File: config.mk
export PLATFORM = sky130hd
export DESIGN_NAME = adc_conv_sched
export DESIGN_NICKNAME = d
export VERILOG_FILES = /design/src/rtl/adc_conv_sched.sv
export SDC_FILE = /design/constraint.sdc
export NUM_CORES = 1
export LEC_CHECK = 0
export BUFFER_PORTS_ARGS = -buffer_cell sky130_fd_sc_hd__buf_2
export CORE_MARGIN = 8
export CORE_UTILIZATION = 55
export CTS_CLUSTER_SIZE = 24
export DETAILED_ROUTE_END_ITERATION = 7
export MAX_ROUTING_LAYER = met4
export PLACE_DENSITY_LB_ADDON = 0.2
export SETUP_SLACK_MARGIN = 0.02
export SYNTH_ARGS = -nofsm -noshare
export SYNTH_HDL_FRONTEND = slang
export SYNTH_SLANG_ARGS = --single-unit
File: constraint.sdc
create_clock -name clk -period 7.5 [get_ports clk]
set_input_delay 0.75 -clock clk [delete_from_list [all_inputs] [get_ports clk]]
set_output_delay 0.75 -clock clk [all_outputs]
set_load 0.03 [all_outputs]
File: src/rtl/adc_conv_sched.sv
// Sample/convert scheduler for a SAR ADC: drives the sample switch and conversion
// start on a fixed period, captures results on eoc and flags conversions that time out.
module adc_conv_sched #(
    parameter int DATA_W = 10,
    parameter int CNT_W  = 8
) (
    input  logic              clk,
    input  logic              rst_n,
    input  logic              en,
    input  logic [CNT_W-1:0]  samp_cycles,
    input  logic [CNT_W-1:0]  period_cycles,
    input  logic [CNT_W-1:0]  timeout_cycles,
    input  logic              eoc,
    input  logic [DATA_W-1:0] adc_data,
    output logic              samp,
    output logic              samp_b,
    output logic              start,
    output logic [DATA_W-1:0] dout,
    output logic              dout_valid,
    output logic              timeout_err,
    output logic              busy
);

    typedef enum logic [1:0] {IDLE, SAMPLE, CONVERT, WAIT} state_t;

    state_t state, state_d;

    logic [CNT_W-1:0]  samp_lat, period_lat, tmo_lat;
    logic [CNT_W-1:0]  samp_cnt, samp_cnt_d;
    logic [CNT_W-1:0]  conv_cnt, conv_cnt_d;
    logic [CNT_W-1:0]  period_cnt, period_cnt_d;
    logic [DATA_W-1:0] dout_d;
    logic              load_cfg, dout_valid_d, timeout_err_d;

    logic [CNT_W-1:0]  samp_eff;
    logic [CNT_W:0]    samp_cnt_inc, conv_cnt_inc, period_cnt_inc;
    logic              samp_done, tmo_hit, period_hit;

    // Increments are one bit wider so the comparisons never wrap at all-ones.
    assign samp_eff       = (samp_lat == '0) ? CNT_W'(1) : samp_lat;
    assign samp_cnt_inc   = {1'b0, samp_cnt} + 1'b1;
    assign conv_cnt_inc   = {1'b0, conv_cnt} + 1'b1;
    assign period_cnt_inc = {1'b0, period_cnt} + 1'b1;
    assign samp_done      = samp_cnt_inc >= {1'b0, samp_eff};
    assign tmo_hit        = (tmo_lat != '0) && (conv_cnt_inc >= {1'b0, tmo_lat});
    assign period_hit     = period_cnt_inc >= {1'b0, period_lat};

    always_comb begin
        state_d       = state;
        samp_cnt_d    = samp_cnt;
        conv_cnt_d    = conv_cnt;
        period_cnt_d  = period_cnt;
        dout_d        = dout;
        dout_valid_d  = 1'b0;
        timeout_err_d = 1'b0;
        load_cfg      = 1'b0;

        if (state != IDLE && period_cnt != '1)
            period_cnt_d = period_cnt + 1'b1;

        case (state)
            IDLE: begin
                if (en) begin
                    state_d      = SAMPLE;
                    load_cfg     = 1'b1;
                    samp_cnt_d   = '0;
                    period_cnt_d = '0;
                end
            end
            SAMPLE: begin
                if (!en) begin
                    state_d = IDLE;
                end else if (samp_done) begin
                    state_d    = CONVERT;
                    conv_cnt_d = '0;
                end else begin
                    samp_cnt_d = samp_cnt + 1'b1;
                end
            end
            CONVERT: begin
                // A result arriving on the timeout edge still counts as a good conversion.
                if (!en) begin
                    state_d = IDLE;
                end else if (eoc) begin
                    state_d      = WAIT;
                    dout_d       = adc_data;
                    dout_valid_d = 1'b1;
                end else if (tmo_hit) begin
                    state_d       = WAIT;
                    timeout_err_d = 1'b1;
                end else if (conv_cnt != '1) begin
                    conv_cnt_d = conv_cnt + 1'b1;
                end
            end
            WAIT: begin
                if (!en) begin
                    state_d = IDLE;
                end else if (period_hit && !eoc) begin
                    state_d      = SAMPLE;
                    load_cfg     = 1'b1;
                    samp_cnt_d   = '0;
                    period_cnt_d = '0;
                end
            end
            default: state_d = IDLE;
        endcase
    end

    // Outputs are registered from the next state so they line up with the state register.
    always_ff @(posedge clk or negedge rst_n) begin
        if (!rst_n) begin
            state       <= IDLE;
            samp_lat    <= '0;
            period_lat  <= '0;
            tmo_lat     <= '0;
            samp_cnt    <= '0;
            conv_cnt    <= '0;
            period_cnt  <= '0;
            samp        <= 1'b0;
            samp_b      <= 1'b1;
            start       <= 1'b0;
            busy        <= 1'b0;
            dout        <= '0;
            dout_valid  <= 1'b0;
            timeout_err <= 1'b0;
        end else begin
            state      <= state_d;
            samp_cnt   <= samp_cnt_d;
            conv_cnt   <= conv_cnt_d;
            period_cnt <= period_cnt_d;
            if (load_cfg) begin
                samp_lat   <= samp_cycles;
                period_lat <= period_cycles;
                tmo_lat    <= timeout_cycles;
            end
            samp        <= (state_d == SAMPLE);
            samp_b      <= (state_d != SAMPLE);
            start       <= (state_d == CONVERT);
            busy        <= (state_d != IDLE);
            dout        <= dout_d;
            dout_valid  <= dout_valid_d;
            timeout_err <= timeout_err_d;
        end
    end

endmodule

* Word level (Yosys, flattened, before mapping) *
Cells that the tools add are included.

storage, ports and cells
  register bits = 66
  bits of input ports = 38
  output and inout port bits = 16
  word-level logic and storage cells = 94

operators by class
  $add $sub $neg = 6
  $lt $le $gt $ge = 3
  equal/unequal tests = 18
  muxes and demuxes = 39
  reductions and logical operators = 14

operators by type and width
  operator             count
  $mux 8               16
  $pmux 8 s2           2
  $add 8x1->9 const B  3
  $ge 9x8->1           3
  $add 8x1->8 const B  3
  $pmux 8 s3           1
  $ne 2x2->1 const B   10
  $mux 2               8
  $ne 8x8->1 const B   2
  $mux 1               10
  $logic_not 8->1      1
  $pmux 2 s4           1
  $reduce_bool 8->1    1
  $reduce_and 7->1     1
  $eq 2x2->1 const B   3
  $reduce_and 6->1     1
  $reduce_bool 2->1    3
  $eq 2x1->1 const B   2
  $logic_and 1x1->1    3
  $reduce_and 3->1     1
  $reduce_bool 3->1    1
  $logic_not 2->1      1
  $ne 2x1->1 const B   1
  $pmux 1 s2           1
  $logic_not 1->1      1

* Depth between registers and ports, before layout *
  depth after elaboration = 8
  depth in mapped cells = 14
  gate-level depth less buffers = 12

* Worst setup path before layout *
Ideal clock, no wire load.

  kind = register to register
  from = register period_cnt[0]
  to = register period_lat[0]
  library setup time = 0.125 ns
  arrival time = 2.849 ns
  data required time = 7.375 ns
  setup slack = 4.525 ns
  stages on the path, launching flop included = 15
  path buffers = 2
  clock period less this slack = 2.975 ns
  cells stage by stage = dfrtp_1 -> ha_1 -> and3_1 -> nand3_1 -> xnor2_1 -> inv_1 -> ha_1 -> nand3_1 -> nor2_1 -> a2111oi_4 -> nor3b_1 -> o211a_1 -> buf_6 -> buf_6 -> mux2_4

on the way
  longest elaborated chain between the ends = 6

ends and longest elaborated chain
  what                    RTL line  text
  from (decl)             31        logic [CNT_W-1:0] period_cnt, period_cnt_d;
  from (signal assigned)  130       period_cnt <= period_cnt_d;
  $add 8x1->9             43        assign period_cnt_inc = {1'b0, period_cnt} + 1'b1;
  $ge 9x8->1              46        assign period_hit = period_cnt_inc >= {1'b0, period_lat};
  $logic_and 1x1->1       98        end else if (period_hit && !eoc) begin
  $mux 1                  98
  $mux 1                  96        if (!en) begin
  $pmux 1 s2              61        case (state)
  to (signal assigned)    133       period_lat <= period_cycles;
  to (decl)               28        logic [CNT_W-1:0] samp_lat, period_lat, tmo_lat;

No other way between the ends.
A chain may end at the register's enable or synchronous reset.

* Worst setup path in the final report *
  from = register period_cnt[0]
  to = register samp_lat[0]

on the way
  longest elaborated chain between the ends = 6

ends and longest elaborated chain
  what                  RTL line  text
  $add 8x1->9           43
  $ge 9x8->1            46
  $logic_and 1x1->1     98
  $mux 1                98
  $mux 1                96
  $pmux 1 s2            61
  to (signal assigned)  132       samp_lat <= samp_cycles;
  to (decl)             28

No other way between the ends.

==> impl_metrics.tcl <==
set metrics [dict create \
    cellLeakagePower_nw 2.26 \
    nets 490 \
    synth_enable_flop_cells 0 \
    design.core.area_um2 7100 \
    grt_pass1_vias 3018 \
    yosysTopAreaCellShare_pct 41.2 \
    cts_setup_buffers 0 \
    synth_area_leaders "dfrtp_1 (41%), ha_1 (10%), mux2_4 (7.6%)" \
    synthArstFlopShare_pct 100 \
    grt_usage_pct 17.4 \
    holdBufCountCts 0 \
    required_ns 7.73 \
    fin_crit_sh_pct 43.8 \
    drt-initial-drc-count 129 \
    clk_pin_slew_ns 0.08 \
    grt_pass1_wl_mm 13.6 \
    worstSkewPairLatency_ns 0.35 \
    seq_area_um2 1650 \
    cts_made_buffers 9 \
    die_y_um 101 \
    slowest_stage "dfrtp_1" \
    route.antenna.remaining_nets 0 \
    cts_root_buf "clkbuf_8" \
    skew_ns 0.00971 \
    outcome "finished, final reports clean" \
    htreeDepth 3 \
    worstPathArrival_ns 3.51 \
    multi_input_area_um2 2120 \
    rsz0062_at_grt "no" \
    io_pins 54 \
    drc 0 \
    relSlewSlack_pct 43.7 \
    die_x_um 101 \
    port_buffers 53 \
    vias 2835 \
    drt_pass1_iterations 4 \
    netlist_area_um2 3950 \
    ys_seq_area_share_pct 41.9 \
    cp_cell_sequence "ha_1 > and3_1 > nand3_1 > xnor2_1 > inv_1 > ha_1 > nand3_1 > o211ai_1 > a2111oi_4 > nor3b_1 > o211a_1 > buf_4 > mux2_2" \
    antenna_found_initial 1 \
    cpPeakStageDelay_ns 0.44 \
    p_per_area_nw_per_um2 380 \
    routabilityCongestion 0.841 \
    grt_overflow 0 \
    grt_max_degree 67 \
    critPathLaunchType "register" \
    start_util_pct 55.6 \
    peakVddDrop_mv 0.255 \
    clockBufferDepth 2 \
    worst_pin_slew_ns 0.845 \
    post-route-util_pct 64.1 \
    hp-start "dout[2]" \
    worst-path-max-fanout 24 \
    cp-startpoint "period_cnt[0]" \
    avgSynthCellArea_um2 10.9 \
    finalHoldViolCount 0 \
    dp_cells 508 \
    setup_viol 0 \
    holdWs_ns 0.504 \
    clock-sinks 66 \
    routed_via_density 5.40 \
    totalWireLength_mm 7.77 \
    die_area_um2 10100 \
    yosysWarningCount 0 \
    synth_cell_types 57 \
    syn_nets 433 \
    cap_violations 0 \
    cts_tree "done" \
    ys_dominant_reg_cell "dfrtp_1" \
    post_drt_wl_per_cell_um 14.8 \
    fillers 576 \
    hold_path_class "reg2reg" \
    rows 31 \
    syn_to_final_growth_pct 15.1 \
    fmax_ghz 0.305 \
    cts_resized 0 \
    yosysTopAreaCell "dfrtp_1" \
    critical_path_class "reg2reg" \
    drive_gt1_share_pct 27.3 \
    cp-end-kind "register" \
    synthCells 363 \
    r2r_slack_ns 4.22 \
    fin_crit_ns 3.28 \
    slew_violations 0 \
    reg2reg_from "period_cnt[0]" \
    dp_hpwl_mm 5.75 \
    synth-seq-cells 66 \
    stdcell_count 525 \
    fin_tns_setup_ns 0 \
]
where the power goes:
group | internal [mW] | switching (mW)
Clock | 0.224 | 0.147
Sequential | 0.488 | 0.0986
Combinational | 0.355 | 0.418
critical path: cells and delay by family, from the launching register on:
kind,cells,cell delay (ns)
AO/OA/AOI/OAI,3,0.53
multiplexers,1,0.39
buffers and inverters,2,0.46
flip-flops,1,0.44
adder cells (fa/ha/maj),2,0.55
AND/OR/NAND/NOR,4,0.60
XOR/XNOR,1,0.20
metrics by stage:
stage / power, mW / area [um2] / setup WS [ns]
floorplan: 1.20 / 3950 / 4.53
CTS: 1.75 / 4540 / 4.19
global route: 1.86 / 4550 / 3.91
finish: 1.73 / 4550 / 4.22
global placement: 1.34 / 4300 / 4.38
detailed placement: 1.37 / 4300 / 4.23
layout by cell type (no fill, tap or decap), types with 3 or more instances in the layout:
cell	n
nor4_1	3
mux2i_1	11
a21oi_1	9
nand2b_1	4
clkbuf_8	9
o21ai_0	5
xor2_1	7
clkinv_4	3
or3_1	3
o21a_1	4
a22o_1	6
inv_1	31
a21o_1	3
mux2_2	14
and3_1	4
nand2_1	37
nor2_1	11
nand3_1	17
ha_1	32
mux2_4	20
nand4_1	5
bufinv_16	3
xnor2_1	14
nor2b_1	6
nor3_1	3
o211ai_1	3
buf_2	53
dfrtp_1	65
registers in the layout, summed over array words and instances (netlist names):
register,count
period_lat,8
state,2
samp_cnt,8
samp_lat,8
samp_b,1
dout,10
samp,1
dout_valid,1
tmo_lat,8
busy,1
period_cnt,8
timeout_err,1
conv_cnt,8
start,1
cell usage after synthesis, drive strengths merged, types with 2 or more instances:
| cell type | instances |
|---|---|
| a211oi | 2 |
| a21o | 3 |
| a21oi | 9 |
| a221oi | 2 |
| a22o | 6 |
| a31oi | 2 |
| a41o | 2 |
| and3 | 4 |
| and4 | 2 |
| buf | 3 |
| clkbuf | 6 |
| dfrtp | 65 |
| ha | 32 |
| inv | 31 |
| mux2 | 34 |
| mux2i | 11 |
| nand2 | 37 |
| nand2b | 4 |
| nand3 | 18 |
| nand3b | 2 |
| nand4 | 6 |
| nor2 | 13 |
| nor2b | 6 |
| nor3 | 4 |
| nor4 | 3 |
| o211a | 2 |
| o211ai | 3 |
| o21a | 4 |
| o21ai | 7 |
| or3 | 3 |
| xnor2 | 14 |
| xor2 | 7 |
final cells by class:
class | instances | share of cell area (%)
antenna | 1 | 0.0550
clock buffer | 9 | 2.72
clock inverter | 7 | 2.75
inverter | 31 | 2.56
multi-input combinational | 257 | 46.7
sequential | 66 | 36.4
tap | 99 | 2.72
timing repair buffer | 55 | 6.16
path summary, 6_finish.rpt:
path / end / depth (start not counted)
setup / recovery: samp_lat[0] / 13
hold / removal: dout[2] / 1
hold reg to reg: dout[2] / 1
min in group asynchronous: samp_lat[4] / 2
setup reg to reg: samp_lat[0] / 13
max in group asynchronous: busy / 2
layer usage:
metal,part of all wire (%),up-vias,track usage [%]
met5,0,-,-
met4,1.5,0,6.16
met3,3.9,9,4.97
met2,48,45,28.7
met1,46,1371,19.8
li1,-,1410,-
logic make-up after synthesis:
group	after synthesis	synth area share (%)
AND/OR/NAND/NOR	106	13.9
flip-flops	66	41.9
AO/OA/AOI/OAI	53	10.6
multiplexers	45	14.4
buffers and inverters	40	4.40
adder cells (fa/ha/maj)	32	10.1
XOR/XNOR	21	4.66
No activity file was read; power rests on OpenSTA's default activity.
